--- src/rtl/mdu_mul.sv ---
// rtl/mdu_mul.sv - radix-2 shift-add multiplier for MUL/MULH/MULHSU/MULHU
// Signed operands are reduced to magnitudes on accept; the sign is reapplied to the full product.
module mdu_mul #(
  parameter int WIDTH = 32
) (
  input  logic             i_clk,
  input  logic             i_rst,
  input  logic [WIDTH-1:0] i_multiplicand,
  input  logic [WIDTH-1:0] i_multiplier,
  input  logic [1:0]       i_mul_op,
  input  logic             i_mul_valid,
  output logic             o_mul_busy,
  output logic             o_mul_ready,
  output logic [WIDTH-1:0] o_mul_rd
);

  localparam int CW = $clog2(WIDTH) + 1;
  localparam logic [CW-1:0] LAST_STEP = CW'(WIDTH - 1);

  localparam logic [1:0] OP_MUL    = 2'b00;
  localparam logic [1:0] OP_MULH   = 2'b01;
  localparam logic [1:0] OP_MULHSU = 2'b10;

  typedef enum logic [1:0] {
    S_IDLE,
    S_BUSY,
    S_DONE
  } state_t;

  state_t               state_q, state_d;
  logic [WIDTH-1:0]     mcand_q, mcand_d;
  logic [WIDTH-1:0]     mplier_q, mplier_d;
  logic [2*WIDTH-1:0]   acc_q, acc_d;
  logic [CW-1:0]        cnt_q, cnt_d;
  logic                 neg_q, neg_d;
  logic [1:0]           op_q, op_d;
  logic [WIDTH-1:0]     rd_q, rd_d;
  logic                 ready_q, ready_d;
  logic                 busy_q, busy_d;

  logic                 rs1_neg;
  logic                 rs2_neg;
  logic [WIDTH:0]       step_sum;
  logic [2*WIDTH-1:0]   acc_step;
  logic [2*WIDTH-1:0]   prod_final;

  always_comb begin
    state_d  = state_q;
    mcand_d  = mcand_q;
    mplier_d = mplier_q;
    acc_d    = acc_q;
    cnt_d    = cnt_q;
    neg_d    = neg_q;
    op_d     = op_q;
    rd_d     = rd_q;
    ready_d  = 1'b0;

    rs1_neg = ((i_mul_op == OP_MULH) || (i_mul_op == OP_MULHSU)) && i_multiplicand[WIDTH-1];
    rs2_neg = (i_mul_op == OP_MULH) && i_multiplier[WIDTH-1];

    // Add into the upper half, then shift the whole accumulator right one bit.
    step_sum   = {1'b0, acc_q[2*WIDTH-1:WIDTH]} + (mplier_q[0] ? {1'b0, mcand_q} : '0);
    acc_step   = {step_sum, acc_q[WIDTH-1:1]};
    prod_final = neg_q ? (~acc_step + 1'b1) : acc_step;

    case (state_q)
      S_IDLE: begin
        if (i_mul_valid) begin
          mcand_d  = rs1_neg ? (~i_multiplicand + 1'b1) : i_multiplicand;
          mplier_d = rs2_neg ? (~i_multiplier + 1'b1) : i_multiplier;
          acc_d    = '0;
          cnt_d    = '0;
          neg_d    = rs1_neg ^ rs2_neg;
          op_d     = i_mul_op;
          state_d  = S_BUSY;
        end
      end
      S_BUSY: begin
        acc_d    = acc_step;
        mplier_d = mplier_q >> 1;
        cnt_d    = cnt_q + 1'b1;
        if (cnt_q == LAST_STEP) begin
          rd_d    = (op_q == OP_MUL) ? prod_final[WIDTH-1:0] : prod_final[2*WIDTH-1:WIDTH];
          ready_d = 1'b1;
          state_d = S_DONE;
        end
      end
      S_DONE: begin
        state_d = S_IDLE;
      end
      default: begin
        state_d = S_IDLE;
      end
    endcase

    busy_d = (state_d != S_IDLE);
  end

  always_ff @(posedge i_clk) begin
    if (i_rst) begin
      state_q  <= S_IDLE;
      mcand_q  <= '0;
      mplier_q <= '0;
      acc_q    <= '0;
      cnt_q    <= '0;
      neg_q    <= 1'b0;
      op_q     <= 2'b00;
      rd_q     <= '0;
      ready_q  <= 1'b0;
      busy_q   <= 1'b0;
    end else begin
      state_q  <= state_d;
      mcand_q  <= mcand_d;
      mplier_q <= mplier_d;
      acc_q    <= acc_d;
      cnt_q    <= cnt_d;
      neg_q    <= neg_d;
      op_q     <= op_d;
      rd_q     <= rd_d;
      ready_q  <= ready_d;
      busy_q   <= busy_d;
    end
  end

  assign o_mul_busy  = busy_q;
  assign o_mul_ready = ready_q;
  assign o_mul_rd    = rd_q;

endmodule

--- config.mk ---
export PLATFORM = sky130hd
export DESIGN_NAME = mdu_mul
export DESIGN_NICKNAME = d
export VERILOG_FILES = /design/src/rtl/mdu_mul.sv
export SDC_FILE = /design/constraint.sdc
export NUM_CORES = 1
export LEC_CHECK = 0
export CORE_MARGIN = 2
export CORE_UTILIZATION = 43
export DETAILED_ROUTE_END_ITERATION = 7
export GPL_TIMING_DRIVEN = 0
export PLACE_DENSITY = 0.72
export SYNTH_ARGS = -nofsm -noshare
export SYNTH_HDL_FRONTEND = slang
export SYNTH_SLANG_ARGS = --single-unit
--- constraint.sdc ---
create_clock -name i_clk -period 5.3 [get_ports i_clk]
set_input_delay 1.06 -clock i_clk [delete_from_list [all_inputs] [get_ports i_clk]]
set_output_delay 1.06 -clock i_clk [all_outputs]
set_load 0.02 [all_outputs]
Yosys cells after proc, flatten, opt, wreduce, memory -nomap -nowiden
Cells that the tools add are included.
{ "op_classes": {"muxes": 15, "bitwise": 5, "n_reduce_logical": 11, "addsub": 5, "n_eq_ne": 5} }
{ "op_table": {"columns": ["operator", "n"], "rows": [
  ["$mux 32", 5],
  ["$mux 64", 2],
  ["$pmux 64 s2", 1],
  ["$add 32x1->32 const B", 2],
  ["$add 64x1->64 const B", 1],
  ["$not 32->32", 2],
  ["$not 64->64", 1],
  ["$pmux 32 s2", 1],
  ["$add 32x32->33", 1],
  ["$pmux 6 s2", 1],
  ["$add 6x1->6 const B", 1],
  ["$eq 6x5->1 const B", 1],
  ["$mux 6", 1],
  ["$reduce_and 2->1", 3],
  ["$eq 2x1->1 const B", 2],
  ["$logic_not 2->1", 2],
  ["$mux 2", 2],
  ["$pmux 2 s2", 1],
  ["$reduce_bool 2->1", 2],
  ["$eq 2x2->1 const B", 1],
  ["$logic_and 1x1->1", 2],
  ["$ne 2x2->1 const B", 1],
  ["$reduce_or 2->1", 1],
  ["$logic_or 1x1->1", 1],
  ["other kinds (3)", 3]
]} }
{ "word_totals": {"wordCells": 51, "output_inout_bits": 34, "input_bits": 69, "register_bits": 173} }

Logic depth before layout (Yosys ltp)
{ "logic_depth": {"word_depth": 6, "ltp_mapped": 16, "mapped_depth_nobuf": 14} }

Least setup slack after synthesis
No wires, ideal clock.
{ "synth_path": {"path_kind": "register to register", "startpoint": "register mplier_q[0]", "endpoint": "register rd_q[30], in the netlist o_mul_rd[30]", "setup_time_ns": 0.120, "arrival_time_ns": 3.841, "t_required_ns": 5.180, "n_path_buf": 1, "setup_slack_ns": 1.339, "period_less_slack_ns": 3.961, "path_stages_with_launch": 16, "path_cell_list": "dfxtp_1 -> clkbuf_1 -> and2_1 -> ha_1 -> fa_1 -> a21o_1 -> a221oi_4 -> o31ai_2 -> a31o_2 -> a21oi_1 -> xnor2_1 -> or4_1 -> nor4_2 -> or3b_1 -> o211ai_1 -> nand2_1"} }
{ "synth_via": {"elab_chain_len": 6} }
{ "synth_lines": {"columns": ["element", "line", "text"], "rows": [
  ["from (decl)", "32", "logic [WIDTH-1:0] mplier_q, mplier_d;"],
  ["from (signal assigned)", "114", "mplier_q <= mplier_d;"],
  ["$mux 32 (*)", "62", "step_sum = {1'b0, acc_q[2*WIDTH-1:WIDTH]} + (mplier_q[0] ? {1'b0, mcand_q} : '0);"],
  ["$add 32x32->33 (*)", "62", null],
  ["$not 64->64", "64", "prod_final = neg_q ? (~acc_step + 1'b1) : acc_step;"],
  ["$add 64x1->64", "64", null],
  ["$mux 64 (*)", "64", null],
  ["$mux 32 (*)", "83", "rd_d = (op_q == OP_MUL) ? prod_final[WIDTH-1:0] : prod_final[2*WIDTH-1:WIDTH];"],
  ["to (signal assigned)", "119", "rd_q <= rd_d;"],
  ["to (decl)", "37", "logic [WIDTH-1:0] rd_q, rd_d;"]
]} }
Every way passes the cells marked *; elsewhere a longest branch is shown, timed or not.
A chain may end at the register's enable or synchronous reset.

Worst setup path in the final report
{ "layout_path": {"startpoint": "register mplier_q[0]", "endpoint": "register rd_q[28], in the netlist o_mul_rd[28]"} }
Same word-level chain as after synthesis.

==> results_dict.tcl <==
set metrics [dict create \
    io_buffer_count 101 \
    crit_type "register to register" \
    dieArea_mm2 0.02764 \
    start_util 0.4357 \
    leakage_nw 4.906 \
    report.final.setup_viol 0 \
    dp_hpwl_um 28700 \
    first_global_vias 11080 \
    fin_cells 1922 \
    ir_worst_vdd_mv 0.2091 \
    synth.distinct_cells 88 \
    h-tree-depth 4 \
    vias 11750 \
    path_max_fanout 10 \
    cts_tree "built" \
    slew-limit-headroom 0.3011 \
    cts_buffer_depth 2 \
    antenna_found_initial 0 \
    postSynthAreaPerCell_um2 7.792 \
    fmax_mhz 201.8 \
    die_h_um 166.3 \
    worst_hold_slack_ps 439.9 \
    async_reset_ff_frac 0 \
    ys_seq_area_frac 0.3041 \
    dp.cells 1889 \
    syn_nets 1560 \
    num_antenna_cells 0 \
    cts-root-buf "clkbuf_16" \
    cts_hold_buf 0 \
    crit_chain "clkbuf_1 -> and2_1 -> ha_1 -> fa_1 -> a21o_1 -> a22o_1 -> o21ai_0 -> a211oi_1 -> xnor2_1 -> a21boi_0 -> nand3_1 -> nor4_2 -> mux2i_1 -> a221oi_2 -> a21o_1" \
    fp.dieW_um 166.3 \
    required_ps 5630 \
    synth_top_flop_cell "dfxtp_1" \
    cts_resized 0 \
    p_clk_frac 0.391 \
    fin_util 0.5137 \
    hp-class "register to register" \
    path_buf_inv 1 \
    tightest_slew_ps 1041 \
    period_share 0.9348 \
    syn_to_final_growth_pct 17.90 \
    maxSlewViolCount 0 \
    cpMostUsedCell "a21o_1" \
    overflow 0 \
    layout.nets 1681 \
    combPwrFrac 0.190 \
    cp_slowest_stage_delay_ps 540 \
    cp_top_family "compound AO/OA/AOI/OAI gates" \
    drtIter0Drc 1252 \
    rows 59 \
    hold_viol_final 0 \
    via_per_inst 6.112 \
    pwr-share-seq 0.420 \
    min_period_ps 4954 \
    wl_per_cell_um 19.28 \
    swShare 0.3215 \
    ant_nets 0 \
    track_usage 0.2620 \
    start_kind "register" \
    synth_edf_count 0 \
    layout_common_cells "nor2_1, dfxtp_1, nand2_1" \
    syn_inst 1453 \
    synth_warnings 0 \
    dr.pass1.iters 6 \
    wirelength_um 37060 \
    synth_area_mm2 0.01132 \
    cpMaxStageDelayCell "o21ai_0" \
    cts_buffers 17 \
    fp.coreArea_mm2 0.02598 \
    maxCapViolCount 0 \
    clk_pin_slew_ps 70 \
    final_common_cell "nor2_1" \
    clkLatencyLatePin_ps 440 \
    cts_setup_buffers 0 \
    power.internal_mw 2.202 \
    status "finished clean" \
    switchingPower_mw 1.043 \
    drive_gt1_frac 0.05104 \
    fin_skew_ps 8.936 \
    place_congestion 0.9999 \
    drc_errors 0 \
    tns_ps 0 \
    total_power_mw 3.246 \
    clock_sinks 172 \
    endpoint_kind "register" \
    rsz0062_at_grt "false" \
    critPathArrivalTime_ps 5290 \
    p_per_area_mw_per_mm2 243.1 \
    grt_pass1_wl_um 58860 \
    ios 103 \
    grt_max_degree 19 \
    ys_seq_elements 172 \
]
sequential cells by signal (all words and copies together) (netlist names):
register / count
o_mul_ready: 1
mplier_q: 32
acc_q: 63
o_mul_rd: 32
o_mul_busy: 1
mcand_q: 32
state_q: 2
cnt_q: 6
neg_q: 1
op_q: 2
final timing paths:
| check | slack [ps] | start | depth (start not counted) | end |
|---|---|---|---|---|
| setup / recovery | 350 | mplier_q[0] | 15 | o_mul_rd[28] |
| hold / removal | 440 | o_mul_rd[31] | 2 | o_mul_rd[31] |
| setup reg to reg | 350 | mplier_q[0] | 15 | o_mul_rd[28] |
| hold reg to reg | 440 | o_mul_rd[31] | 2 | o_mul_rd[31] |
kinds of logic (layout without fill, tap and decap cells):
family,Yosys count,count (layout),share of synthesized area
buf+inv,121,255,0.04188
simple gates,555,555,0.2407
fa+ha+maj,38,38,0.04266
mux,14,14,0.01260
xor+xnor,112,112,0.08664
compound gates,441,441,0.2714
flops,172,172,0.3041
metrics by stage:
stage | cell area, um^2 | setup WS, ps
4_1_cts | 13340 | 309.7
3_3_place_gp | 12750 | 423.5
6_report | 13350 | 345.6
3_5_place_dp | 12750 | 338.4
2_1_floorplan | 11320 | 1339
5_1_grt | 13350 | 48.89
worst min-delay path, stage by stage, from the launching register on:
cell and delay (ps):
dfxtp_1 310, nand2_1 50, nand2_1 40
cells in the mapped netlist (6+ instances only):
cell type,count,area share
a222oi_1,30,0.027
clkbuf_1,83,0.028
buf_1,12,0.0040
dfxtp_1,172,0.30
inv_1,17,0.0056
nand2b_1,9,0.0050
and2_1,39,0.022
o211ai_1,15,0.0099
nor2_1,213,0.071
xor2_1,47,0.036
mux2i_1,12,0.011
a21o_1,11,0.0073
o21ai_0,75,0.033
o31ai_1,17,0.011
nor3_1,30,0.013
a22oi_1,63,0.042
or4_1,10,0.0066
o41ai_1,11,0.0085
nor4_1,12,0.0066
nand3_1,31,0.014
nand2_1,132,0.044
a31oi_1,13,0.0072
xnor2_1,65,0.050
ha_1,37,0.041
a311oi_1,9,0.0070
a211oi_1,34,0.023
o2111ai_1,6,0.0046
or3_1,24,0.013
buf_2,6,0.0027
nand4_1,8,0.0044
a21oi_1,98,0.043
nor4_2,6,0.0066
o311ai_0,6,0.0046
a221oi_1,7,0.0054
power by group through the flow:
| stage | Sequential (mW) | Clock, mW | Combinational [mW] |
|---|---|---|---|
| after floorplan | 1.38 | 0 | 0.392 |
| after global placement | 1.39 | 0 | 0.594 |
| after detailed placement | 1.39 | 0 | 0.601 |
| after CTS | 1.36 | 1.27 | 0.603 |
| after global routing | 1.37 | 1.33 | 0.667 |
| final | 1.36 | 1.27 | 0.615 |
metal layers:
layer | GRT usage | share of wire | vias up
met4 | 0.09445 | 0.031 | 0
met1 | 0.3573 | 0.44 | 5504
li1 | - | - | 5615
met5 | 0 | 0 | -
met2 | 0.4240 | 0.45 | 536
met3 | 0.03694 | 0.080 | 92
area by class of cell:
class / instances / area (um^2)
plain buffers: 104 / 410.4
clock buffers: 18 / 439.2
clock inverters: 14 / 151.4
fillers: 2570 / 12640
inverters: 17 / 63.81
multi-input cells: 1160 / 7406
flip-flops and latches: 172 / 3443
well taps: 335 / 419.2
repair buffers: 102 / 1016
Note: power is estimated with default switching activity, not from simulation.
